**src/rtl/voting_pkg.sv**
```systemverilog
// Shared types and helpers for the ballot tally block.
package voting_pkg;

   typedef enum logic [1:0] {IDLE, COLLECT, RESOLVE, DONE} state_t;

   localparam int ONEHOT_MAX_W = 64;

   // Zero-extension preserves one-hotness, so any width up to ONEHOT_MAX_W works.
   function automatic logic is_onehot(input logic [ONEHOT_MAX_W-1:0] v);
      return (v != '0) && ((v & (v - ONEHOT_MAX_W'(1))) == '0);
   endfunction

endpackage

```
**src/rtl/tally_counter.sv**
```systemverilog
// Saturating up-counter with synchronous clear; clear wins over increment.
module tally_counter #(
   parameter int CNT_W = 8
) (
   input  logic             clk,
   input  logic             rst_n,
   input  logic             clr,
   input  logic             inc,
   output logic [CNT_W-1:0] count
);

   always_ff @(posedge clk or negedge rst_n) begin
      if (!rst_n)                    count <= '0;
      else if (clr)                  count <= '0;
      else if (inc && count != '1)   count <= count + CNT_W'(1);
   end

endmodule

```
**src/rtl/voting_tally.sv**
```systemverilog
// Serial one-hot ballot collector: per-candidate tallies, then a one-candidate-per-cycle
// scan picks the winner (highest index wins ties).
module voting_tally
   import voting_pkg::*;
#(
   parameter int NUM_CAND = 3,
   parameter int CNT_W    = 8
) (
   input  logic                clk,
   input  logic                rst_n,
   input  logic                start,
   input  logic                ballot_valid,
   input  logic [NUM_CAND-1:0] ballot,
   output logic                ballot_ready,
   input  logic                close,
   output logic [NUM_CAND-1:0] winner,
   output logic [CNT_W-1:0]    winner_count,
   output logic                tie,
   output logic [CNT_W-1:0]    invalid_count,
   output logic                done
);

   // One extra index value marks "scan finished" so the result registers one cycle later.
   localparam int IDX_W = $clog2(NUM_CAND + 1);

   state_t                             state, state_nxt;
   logic                               clr, hs, valid_vote, inv_inc, scan_last;
   logic [NUM_CAND-1:0]                tally_inc, win_onehot;
   logic [NUM_CAND-1:0][CNT_W-1:0]     tally;
   logic [CNT_W-1:0]                   inv_cnt, cur, best_max;
   logic [IDX_W-1:0]                   scan_idx, best_idx;
   logic                               best_tie;

   always_ff @(posedge clk or negedge rst_n) begin
      if (!rst_n) state <= IDLE;
      else        state <= state_nxt;
   end

   always_comb begin
      state_nxt = state;
      clr       = 1'b0;
      case (state)
         IDLE:    if (start) begin state_nxt = COLLECT; clr = 1'b1; end
         COLLECT: if (start) clr = 1'b1;
                  else if (close) state_nxt = RESOLVE;
         RESOLVE: if (scan_last) state_nxt = DONE;
         DONE:    if (start) begin state_nxt = COLLECT; clr = 1'b1; end
         default: state_nxt = IDLE;
      endcase
   end

   // A restart in COLLECT drops the same-cycle ballot.
   assign hs         = (state == COLLECT) && ballot_valid && ballot_ready && !start;
   assign valid_vote = is_onehot(ONEHOT_MAX_W'(ballot));
   assign tally_inc  = (hs && valid_vote) ? ballot : '0;
   assign inv_inc    = hs && !valid_vote;
   assign scan_last  = (scan_idx == IDX_W'(NUM_CAND));

   for (genvar g = 0; g < NUM_CAND; g++) begin : g_tally
      tally_counter #(.CNT_W(CNT_W)) u_tally (
         .clk   (clk),
         .rst_n (rst_n),
         .clr   (clr),
         .inc   (tally_inc[g]),
         .count (tally[g])
      );
   end

   tally_counter #(.CNT_W(CNT_W)) u_invalid (
      .clk   (clk),
      .rst_n (rst_n),
      .clr   (clr),
      .inc   (inv_inc),
      .count (inv_cnt)
   );

   always_comb begin
      cur        = '0;
      win_onehot = '0;
      for (int i = 0; i < NUM_CAND; i++) begin
         if (scan_idx == IDX_W'(i)) cur = tally[i];
         win_onehot[i] = (best_max != '0) && (best_idx == IDX_W'(i));
      end
   end

   always_ff @(posedge clk or negedge rst_n) begin
      if (!rst_n) begin
         scan_idx <= '0;
         best_max <= '0;
         best_idx <= '0;
         best_tie <= 1'b0;
      end else if (state == COLLECT) begin
         scan_idx <= '0;
         best_max <= '0;
         best_idx <= '0;
         best_tie <= 1'b0;
      end else if (state == RESOLVE && !scan_last) begin
         scan_idx <= scan_idx + IDX_W'(1);
         if (cur > best_max) begin
            best_max <= cur;
            best_idx <= scan_idx;
            best_tie <= 1'b0;
         end else if (cur == best_max && best_max != '0) begin
            best_idx <= scan_idx;
            best_tie <= 1'b1;
         end
      end
   end

   always_ff @(posedge clk or negedge rst_n) begin
      if (!rst_n) begin
         ballot_ready  <= 1'b0;
         done          <= 1'b0;
         winner        <= '0;
         winner_count  <= '0;
         tie           <= 1'b0;
         invalid_count <= '0;
      end else begin
         ballot_ready <= (state_nxt == COLLECT);
         done         <= (state_nxt == DONE);
         if (clr) begin
            winner        <= '0;
            winner_count  <= '0;
            tie           <= 1'b0;
            invalid_count <= '0;
         end else if (state == RESOLVE && scan_last) begin
            winner        <= win_onehot;
            winner_count  <= best_max;
            tie           <= best_tie;
            invalid_count <= inv_cnt;
         end
      end
   end

endmodule

```
**config.mk**
```make
export PLATFORM = sky130hd
export DESIGN_NAME = voting_tally
export DESIGN_NICKNAME = d
export VERILOG_FILES = /design/src/rtl/voting_pkg.sv /design/src/rtl/tally_counter.sv /design/src/rtl/voting_tally.sv
export SDC_FILE = /design/constraint.sdc
export NUM_CORES = 1
export LEC_CHECK = 0
export ABC_AREA = 1
export BUFFER_PORTS_ARGS = -buffer_cell sky130_fd_sc_hd__buf_2
export CAP_MARGIN = 20
export CORE_MARGIN = 2
export CORE_UTILIZATION = 35
export CTS_CLUSTER_DIAMETER = 120
export DETAILED_ROUTE_END_ITERATION = 6
export PLACE_DENSITY = 0.52
export SETUP_SLACK_MARGIN = 0.2
export SKIP_LAST_GASP = 1
export SLEW_MARGIN = 10
export SYNTH_ARGS = -nofsm -noshare
export SYNTH_HDL_FRONTEND = slang
export SYNTH_SLANG_ARGS = --single-unit
```
**constraint.sdc**
```tcl
create_clock -name clk -period 2.6 [get_ports clk]
set_input_delay 0.39 -clock clk [delete_from_list [all_inputs] [get_ports clk]]
set_output_delay 0.39 -clock clk [all_outputs]
set_load 0.01 [all_outputs]
```
* After elaboration in Yosys (flattened, before gate mapping)
Index checks and enable logic that the tools add are counted.
W data, S select, Z words.
** Word-level totals
- Flip-flop bits (word level) :: 69
- Output and inout port bits :: 22
- Word-level logic and storage cells :: 115
** Cells by class
- Mux-type cells :: 40
- Eq/ne operators :: 15
- $add $sub $neg :: 6
- Bitwise gates (word level) :: 1
- Reduce and logical (&&, ||, !) cells :: 37
- Magnitude comparators :: 1
** Operator list (number)
- $mux W8 :: 18
- $and A3 B64 Y64 :: 1
- $logic_not A64 Y1 :: 1
- $add A8 B1 Y8 const B :: 4
- $ne A8 B8 Y1 const B :: 4
- $mux W2 :: 10
- $logic_and A1 B1 Y1 :: 16
- $reduce_bool A2 Y1 :: 7
- $eq A2 B2 Y1 const B :: 6
- $mux W3 :: 3
- $eq A2 B1 Y1 const B :: 4
- $eq A8 B8 Y1 :: 1
- $gt A8 B8 Y1 :: 1
- $mux W1 :: 8
- $reduce_bool A8 Y1 :: 1
- $logic_not A2 Y1 :: 3
- $pmux W2 S3 :: 1
- $reduce_bool A3 Y1 :: 2
- $reduce_and A2 Y1 :: 2
- $sub A3 B1 Y4 const B :: 1
- $logic_not A1 Y1 :: 3
- $reduce_or A3 Y1 :: 1
- $add A2 B1 Y2 const B :: 1
- $reduce_or A2 Y1 :: 1

* Logic depth before layout (Yosys ltp)
Gate-level depths: netlist of run 1.
- Depth after elaboration :: 10
- Gate-level depth with buffers :: 20
- Depth with buffers taken out :: 19

* By module
From an unflattened synthesis of run 1, not the netlist that was laid out.
** Unflattened totals
- Cell total of the unflattened synthesis :: 553
- Area, all modules :: 4186.5 µm²
** By module, submodules not included
- voting_tally :: instances 1, seq. area each 925.9 µm², cells each 257, area each 2139.6 µm²
- tally_counter :: instances 4, seq. area each 200.2 µm², cells each 74, area each 511.7 µm²

* Worst setup path after synthesis of run 1
Ideal clock, no wire load.
- Path type :: flip-flop to flip-flop
- Start :: register scan_idx[1]
- End :: register best_max[1]
- Period minus slack after synthesis :: 2.423 ns
- Data arrival time :: 2.295 ns
- Setup time :: 0.128 ns
- Cell stages (with the launch flop) :: 17
- Setup slack :: 0.177 ns
- Path buffers :: 1
- Required time :: 2.472 ns
- Cells stage by stage :: dfrtp_1 inv_1 ha_1 inv_1 nand2_2 o21ai_0 nor2_1 a21oi_1 ha_1 a21o_1 nor2_1 nand2_1 nand2_1 nand2_1 nand2_1 buf_2 o21ai_0
** Between the ends
- Longest elaborated chain between the ends :: 7
- Elaborated cells between the ends (all ways) :: 16
- Classes of those cells :: order compare: 1; eq/ne: 3; mux: 6; reduce/logical: 6
** Ends and longest elaborated chain
- start: declaration :: RTL line voting_tally.sv:31 : logic [IDX_W-1:0] scan_idx, best_idx;
- start signal: assignment :: RTL line voting_tally.sv:98 : scan_idx <= scan_idx + IDX_W'(1);
- $logic_not A2 Y1 :: RTL line voting_tally.sv:81 : if (scan_idx == IDX_W'(i)) cur = tally[i];
- $mux W8 (3 in a row) :: RTL line voting_tally.sv:81
- $gt A8 B8 Y1 or $mux W8 (tied branches) :: RTL line voting_tally.sv:99 : if (cur > best_max) begin
- $reduce_bool A2 Y1 (no line) or $mux W8 (tied branches)
- $reduce_and A2 Y1 (no line) or $mux W8 (tied branches)
- end signal: assignment :: RTL line voting_tally.sv:100 : best_max <= cur;
- end: declaration :: RTL line voting_tally.sv:30 : logic [CNT_W-1:0] inv_cnt, cur, best_max;
Several ways; a longest one is shown, not always the timed one. The select of a mux whose other input is x is not followed.
A chain may end at the register's enable or synchronous reset.

* Worst setup path in the final report of run 1
- Start :: register scan_idx[1]
- End :: register best_max[6]
The elaborated chain is that of the path after synthesis.

==> reports/results.ini, run 1 <==
[critical_path]
crit_path_start=scan_idx[1]
worst_path_largest_cell_delay_ps=410
cp_num_cells=16
reg2reg_depth=16
crit_type=reg -> reg
slowest_stage=dfrtp_1
r2r_setup_slack_ps=170
crit_chain=inv_2 > ha_4 > inv_8 > buf_4 > o22ai_1 > nor2_1 > a21oi_2 > ha_1 > nand2_1 > nor2_4 > nand4_1 > nand2_2 > nand2_4 > nand2_4 > clkbuf_16 > o21ai_0
cp-endpoint=best_max[6]
critPathMaxFanout=8
critPathArrivalTime_ps=2710
timing.rr.end=best_max[6]
cp-end-kind=flop
crit_family=simple AND/OR/NAND/NOR gates
cp_common_cell=nand2_4
crit_buf_inv=4
start_kind=flop
r2r-start=scan_idx[1]
crit_required_ps=2880

[cts]
clk_latency_ps=370
cts_sinks=69
cts_buffer_depth=2
htreeDepth=3
root_buffer=clkbuf_8
cts_buffers=9
cts_tree=built
cts.hold.buffers_added=0
clk_pin_slew_ps=80

[route]
drt_iter0_drc=201
routedWlPerCell_um=14.5
finalWirelength_mm=9.51
num_vias=3231
ant_nets=0
drtPass1Iterations=4
drc=0
via_per_inst=4.93

[sta]
period_minus_slack_ps=2430
fin_worst_skew_ps=5.95
hold_violations=0
setup_tns_ps=0
setup_violations=0
clock.fmax_mhz=412
maxSlewHeadroom_pct=58.9
worst_pin_slew_ps=615
slew_viol_final=0
period_share_pct=93.4
rsz0062_at_grt=yes

[global_route]
grt_max_degree=47
grt_util_met3_pct=4.03
grt_pass1_vias=3178
grt_first_pass_wirelength_mm=15.6
grt_busiest_layer=met2
grtUsageMet2_pct=26.8
met1_usage_pct=23.8
grt-ovfl-total=0
track_usage_pct=17.4
antenna_found_initial=0

[finish]
seq_area_um2=1730
final_cells=656
fillerInstances=1086
syn_to_final_growth_pct=22.5
diodes=0
multi_input_area_um2=2020
drive_gt1_share_pct=22.3
fin_nets=537

[synth]
syn_inst=463
synth_seq_cells=69
avgSynthCellArea_um2=8.38
syn_area_um2=3880
synth_warnings=0
seq_area_frac_synth_pct=44.5
yosysUniqueCellTypes=38
synth_nets=489

[pwr]
p_clk_share_pct=24.7
peakVddDrop_mv=0.432
power_frac_comb_pct=47.0
p_leak_nw=2.20
p_int_mw=2.70
power_frac_seq_pct=28.3
switching_share_pct=39.5
power.density_nw_per_um2=940
switching_power_mw=1.76

[place]
routabilityCongestion=0.866
dpl.hpwl_mm=6.69
io_buffers=29
dp_cells=628

[flow_run]
cap_violations=0

[floorplan]
fp.dieW_um=109
ios=30
coreArea_um2=10800
die_h_um=109
die-area_um2=11900
rows=38
initial_core_util_pct=35.8

[worst_hold_path]
hold_path_class=in -> async

[run_status]
status=finished clean

==> area by class of cell <==
| type | count | share of cell area [%] |
|---|---|---|
| timing repair buffer | 50 | 7.35 |
| multi-input combinational | 321 | 42.5 |
| tap | 140 | 3.69 |
| clock buffer | 9 | 2.61 |
| inverter | 60 | 4.98 |
| clock inverter | 7 | 2.55 |
| sequential | 69 | 36.4 |
==> worst register-to-register path: cells and delay by family (launching register included) <==
family                   cells  cell delay, ps
AND/OR/NAND/NOR              7             580
flip-flops                   1             410
buffers and inverters        4             470
adder cells (fa/ha/maj)      2             430
AO/OA/AOI/OAI                3             450
==> timing repair <==
| item | CTS | global route |
|---|---|---|
| resized for setup | 19 | 25 |
| setup buffers | 7 | 4 |
| gates cloned | 0 | 1 |
| pin swaps | 1 | 7 |
| setup endpoints to repair | 11 | 11 |
==> synthesized netlist by cell type (all sizes together) <==
library cell | count | share of area [%]
nor2 | 33 | 4.5
nand2 | 78 | 8.2
nand3 | 57 | 7.5
o22ai | 5 | 0.81
a31oi | 1 | 0.16
xor2 | 20 | 4.5
nor3 | 8 | 1.2
or2 | 3 | 0.48
o211ai | 2 | 0.39
nand4 | 5 | 0.81
xnor2 | 1 | 0.23
a21o | 1 | 0.19
o21ai | 64 | 9.0
clkbuf | 6 | 0.58
o41ai | 2 | 0.45
dfrtp | 69 | 45
inv | 59 | 5.7
buf | 7 | 1.0
a21oi | 9 | 1.2
o21a | 2 | 0.39
clkinv | 1 | 0.13
and2 | 1 | 0.16
o221ai | 3 | 0.68
ha | 18 | 5.8
nand3b | 8 | 1.5
==> layer usage <==
| metal | part of all wire [%] | vias up |
|---|---|---|
| li1 | - | 1632 |
| met1 | 48 | 1537 |
| met2 | 46 | 48 |
| met3 | 4.2 | 14 |
| met4 | 1.8 | 0 |
| met5 | 0 | - |
==> power groups by stage <==
stage | clock network (mW) | registers, mW | logic, mW
2_1_floorplan | 0 | 1.26 | 1.05
3_3_place_gp | 0 | 1.27 | 1.46
3_5_place_dp | 0 | 1.28 | 1.47
4_1_cts | 1.12 | 1.26 | 1.62
5_1_grt | 1.18 | 1.28 | 2.35
6_report | 1.10 | 1.26 | 2.10
==> cells in the final DEF (no fill, tap or decap), drive strengths merged, types with 2 or more instances in the layout <==
cell type  Yosys  routed
nand2         78      78
nor2          33      33
o221ai         3       3
o21a           2       2
nand3         57      57
o211ai         2       2
xor2          20      20
clkinv         1       3
a21oi          9       9
ha            18      18
dfrtp         69      69
inv           59      61
o21ai         64      64
nand4          5       5
bufinv         0       3
nor3           8       8
o22ai          5       5
o41ai          2       2
or2            3       3
clkbuf         6      10
nand3b         8       8
buf            7      49
==> state kept, by name, summed over array words and instances, names as in the netlist, 2 cells and up <==
register	flops
best_max	8
g_tally.u_tally.count	24
winner_count	8
scan_idx	2
best_idx	2
invalid_count	8
winner	3
u_invalid.count	8
state	2
==> how the worst min path moves through the flow <==
stage	end	depth (start not counted)
3_3_place_gp	g_tally[1].u_tally.count[3]	1
3_5_place_dp	g_tally[1].u_tally.count[3]	1
2_1_floorplan	ballot_ready	0
4_1_cts	g_tally[1].u_tally.count[4]	1
6_report	g_tally[1].u_tally.count[4]	1
5_1_grt	g_tally[1].u_tally.count[4]	1
==> through the flow <==
stage | utilization, % | total power, mW | setup slack [ps] | hold slack (ps) | area [µm²]
2_1_floorplan | - | 2.31 | 243 | 94.4 | 3880
3_3_place_gp | 39.0 | 2.73 | 121 | 435 | 4230
3_5_place_dp | 39.0 | 2.75 | 53.7 | 437 | 4230
4_1_cts | 42.3 | 4.00 | 221 | 36.6 | 4590
5_1_grt | 43.8 | 4.80 | 21.5 | 74.3 | 4750
6_report | 43.8 | 4.47 | 170 | 21.4 | 4750
==> kinds of logic (layout without fill, tap and decap cells) <==
| group | count (synthesis) | in the layout | share of synthesized area, % |
|---|---|---|---|
| flops | 69 | 69 | 44.5 |
| compound gates | 89 | 89 | 13.3 |
| buf+inv | 73 | 126 | 7.45 |
| xor+xnor | 21 | 21 | 4.74 |
| simple gates | 193 | 193 | 24.3 |
| fa+ha+maj | 18 | 18 | 5.80 |
Note: power is estimated with default switching activity, not from simulation.
==> run 2: changes to the inputs <==
--- a/config.mk
+++ b/config.mk
@@ -12,7 +12,7 @@
 export CORE_UTILIZATION = 35
 export CTS_CLUSTER_DIAMETER = 120
 export DETAILED_ROUTE_END_ITERATION = 6
-export PLACE_DENSITY = 0.52
+export PLACE_DENSITY = 0.49
 export SETUP_SLACK_MARGIN = 0.2
 export SKIP_LAST_GASP = 1
 export SLEW_MARGIN = 10
==> run 2 against run 1 <==
Critical path depth up 1. First-iteration DRC count shrank 31%. Sequential share of layout area is 0.18 points higher. Combinational power is 7% lower. Final area fell by 0.50%.
==> reports/results.ini, run 2 (synthesis results as in run 1) <==
[run_status]
status=finished clean  ; unchanged

[worst_hold_path]
hold_path_class=in -> async  ; unchanged

[cts]
cts_buffers=9  ; unchanged
clk_latency_ps=370  ; about the same
root_buffer=clkbuf_8  ; unchanged
cts_buffer_depth=2  ; unchanged
cts_tree=built  ; unchanged
htreeDepth=3  ; unchanged
cts_sinks=69  ; unchanged
clk_pin_slew_ps=80  ; about the same

[pwr]
p_clk_share_pct=25.4  ; was 24.7%
power_frac_seq_pct=29.2  ; was 28.3%
switching_power_mw=1.71  ; was 1.76 mW
switching_share_pct=39.6  ; was 39.5%
p_int_mw=2.61  ; was 2.70 mW
power_frac_comb_pct=45.3  ; was 47.0%
p_leak_nw=2.18  ; was 2.20 nW
power_mw=4.32  ; was 4.47 mW
power.density_nw_per_um2=914  ; was 940 nW/µm²
peakVddDrop_mv=0.408  ; was 0.432 mV

[global_route]
grt-ovfl-total=0  ; unchanged
grt_pass1_vias=3089  ; was 3178
track_usage_pct=17.2  ; was 17.4%
grt_first_pass_wirelength_mm=15.4  ; was 15.6 mm
antenna_found_initial=0  ; unchanged
grt_max_degree=44  ; was 47

[sta]
whs_ps=59.6  ; was 21.4 ps
rsz0062_at_grt=yes  ; unchanged
slew_viol_final=0  ; unchanged
hold_violations=0  ; unchanged
setup_ws_ps=165  ; was 170 ps
clock.fmax_mhz=411  ; was 412 MHz
period_share_pct=93.6  ; was 93.4%
period_minus_slack_ps=2430  ; about the same
fin_worst_skew_ps=11.8  ; was 5.95 ps
worst_pin_slew_ps=685  ; was 615 ps
maxSlewHeadroom_pct=54.3  ; was 58.9%
setup_violations=0  ; unchanged

[finish]
drive_gt1_share_pct=21.9  ; was 22.3%
final_cells=651  ; was 656
largest_reg_flops=24  ; unchanged
multi_input_area_um2=2020  ; about the same
diodes=0  ; unchanged
layout_commonest_cell=dfrtp_1  ; was nand2_1
final_cell_mix=dfrtp_1 (68), nand2_1 (65), nand3_1 (56)  ; was nand2_1 (69), dfrtp_1 (68), nand3_1 (55)
fillerInstances=1092  ; was 1086
syn_to_final_growth_pct=21.9  ; was 22.5%
fin_nets=532  ; was 537
seq_area_um2=1730  ; unchanged
top_register=g_tally.u_tally.count  ; unchanged

[place]
dp_slack_ps=-10.8  ; was 53.7 ps
dp_cells=628  ; unchanged
dpl.hpwl_mm=6.79  ; was 6.69 mm
io_buffers=29  ; unchanged
routabilityCongestion=0.870  ; was 0.866

[floorplan]
rows=38  ; unchanged
die-area_um2=11900  ; unchanged
coreArea_um2=10800  ; unchanged
ios=30  ; unchanged
fp.dieW_um=109  ; unchanged
die_h_um=109  ; unchanged
initial_core_util_pct=35.8  ; unchanged

[route]
ant_nets=0  ; unchanged
finalWirelength_mm=9.50  ; was 9.51 mm
drtPass1Iterations=5  ; was 4
drc=0  ; unchanged
num_vias=3212  ; was 3231
drt_iter0_drc=138  ; was 201
routedWlPerCell_um=14.6  ; was 14.5 µm
via_per_inst=4.93  ; about the same

[critical_path]
critPathArrivalTime_ps=2730  ; was 2710 ps
crit_type=reg -> reg  ; unchanged
crit_buf_inv=3  ; was 4
worst_path_largest_cell_delay_ps=400  ; was 410 ps
crit_chain=inv_2 > ha_4 > inv_8 > nand2_8 > o22ai_2 > nor2_1 > a21oi_2 > ha_1 > nand2_2 > nor2_4 > nand4_1 > nand2_2 > nand2_2 > nand2_4 > clkbuf_16 > nand2_2 > o21ai_1  ; was inv_2 > ha_4 > inv_8 > buf_4 > o22ai_1 > nor2_1 > a21oi_2 > ha_1 > nand2_1 > nor2_4 > nand4_1 > nand2_2 > nand2_4 > nand2_4 > clkbuf_16 > o21ai_0
start_kind=flop  ; unchanged
crit_family=simple AND/OR/NAND/NOR gates  ; unchanged
crit_required_ps=2900  ; was 2880 ps
slowest_stage=dfrtp_1  ; unchanged
cp_common_cell=nand2_2  ; was nand2_4
cp-end-kind=flop  ; unchanged
critPathMaxFanout=8  ; unchanged

[flow_run]
cap_violations=0  ; unchanged

-- run 2: changes by cell type in the layout (fill, tap and decap cells not counted), sizes merged --
cell / previous run / this run
inv: 61 / 59
buf: 49 / 44
clkbuf: 10 / 12
-- run 2: path summary, 6_finish.rpt --
check	end	cells after the start	start	slack [ps]
worst max-delay path	best_max[0]	17	scan_idx[1]	170
worst min-delay path	g_tally[1].u_tally.count[3]	1	rst_n	60
worst max register to register	best_max[0]	17	scan_idx[1]	170
worst min register to register	best_max[2]	2	best_max[2]	490
max in group asynchronous	winner_count[0]	2	rst_n	1870
min in group clk	state[0]	4	close	460
-- run 2: what timing repair did --
| action | 4_1_cts | 5_1_grt |
|---|---|---|
| buffers inserted | 1 | 5 |
| gates resized for setup | 9 | 42 |
| hold buffers | 0 | 0 |
| hold endpoints to repair | 0 | 0 |
| setup endpoints to repair | 11 | 11 |
| pin swaps | 0 | 9 |
| gates cloned | 0 | 1 |
-- run 2: metrics by stage --
| stage | utilization [%] | area [µm²] | TNS (ps) |
|---|---|---|---|
| after floorplan | - | 3880 | 0 |
| after global placement | 39.1 | 4240 | 0 |
| after detailed placement | 39.1 | 4240 | -23.6 |
| after CTS | 41.7 | 4530 | 0 |
| after global routing | 43.6 | 4730 | 0 |
| final | 43.6 | 4730 | 0 |
-- run 2: power by group through the flow --
stage | sequential, mW | combinational [mW] | clock (mW)
3_3_place_gp | 1.27 | 1.45 | 0
4_1_cts | 1.26 | 1.52 | 1.14
3_5_place_dp | 1.28 | 1.45 | 0
6_report | 1.26 | 1.96 | 1.10
5_1_grt | 1.28 | 2.19 | 1.18
2_1_floorplan | 1.26 | 1.05 | 0
-- run 2: cell type report --
cell class	count	share of cell area, %
multi-input combinational	321	42.6
sequential	69	36.5
timing repair buffer	45	6.85
inverter	60	5.00
tap	140	3.70
clock buffer	11	2.99
clock inverter	5	2.28
-- run 2: layer usage --
metal / wire length, µm / up-vias / global-route usage (%)
met3: 348 / 8 / 5.39
li1: - / 1625 / -
met4: 121 / 0 / 5.42
met2: 4400 / 38 / 26.9
met1: 4630 / 1541 / 22.7
met5: 0 / - / 0
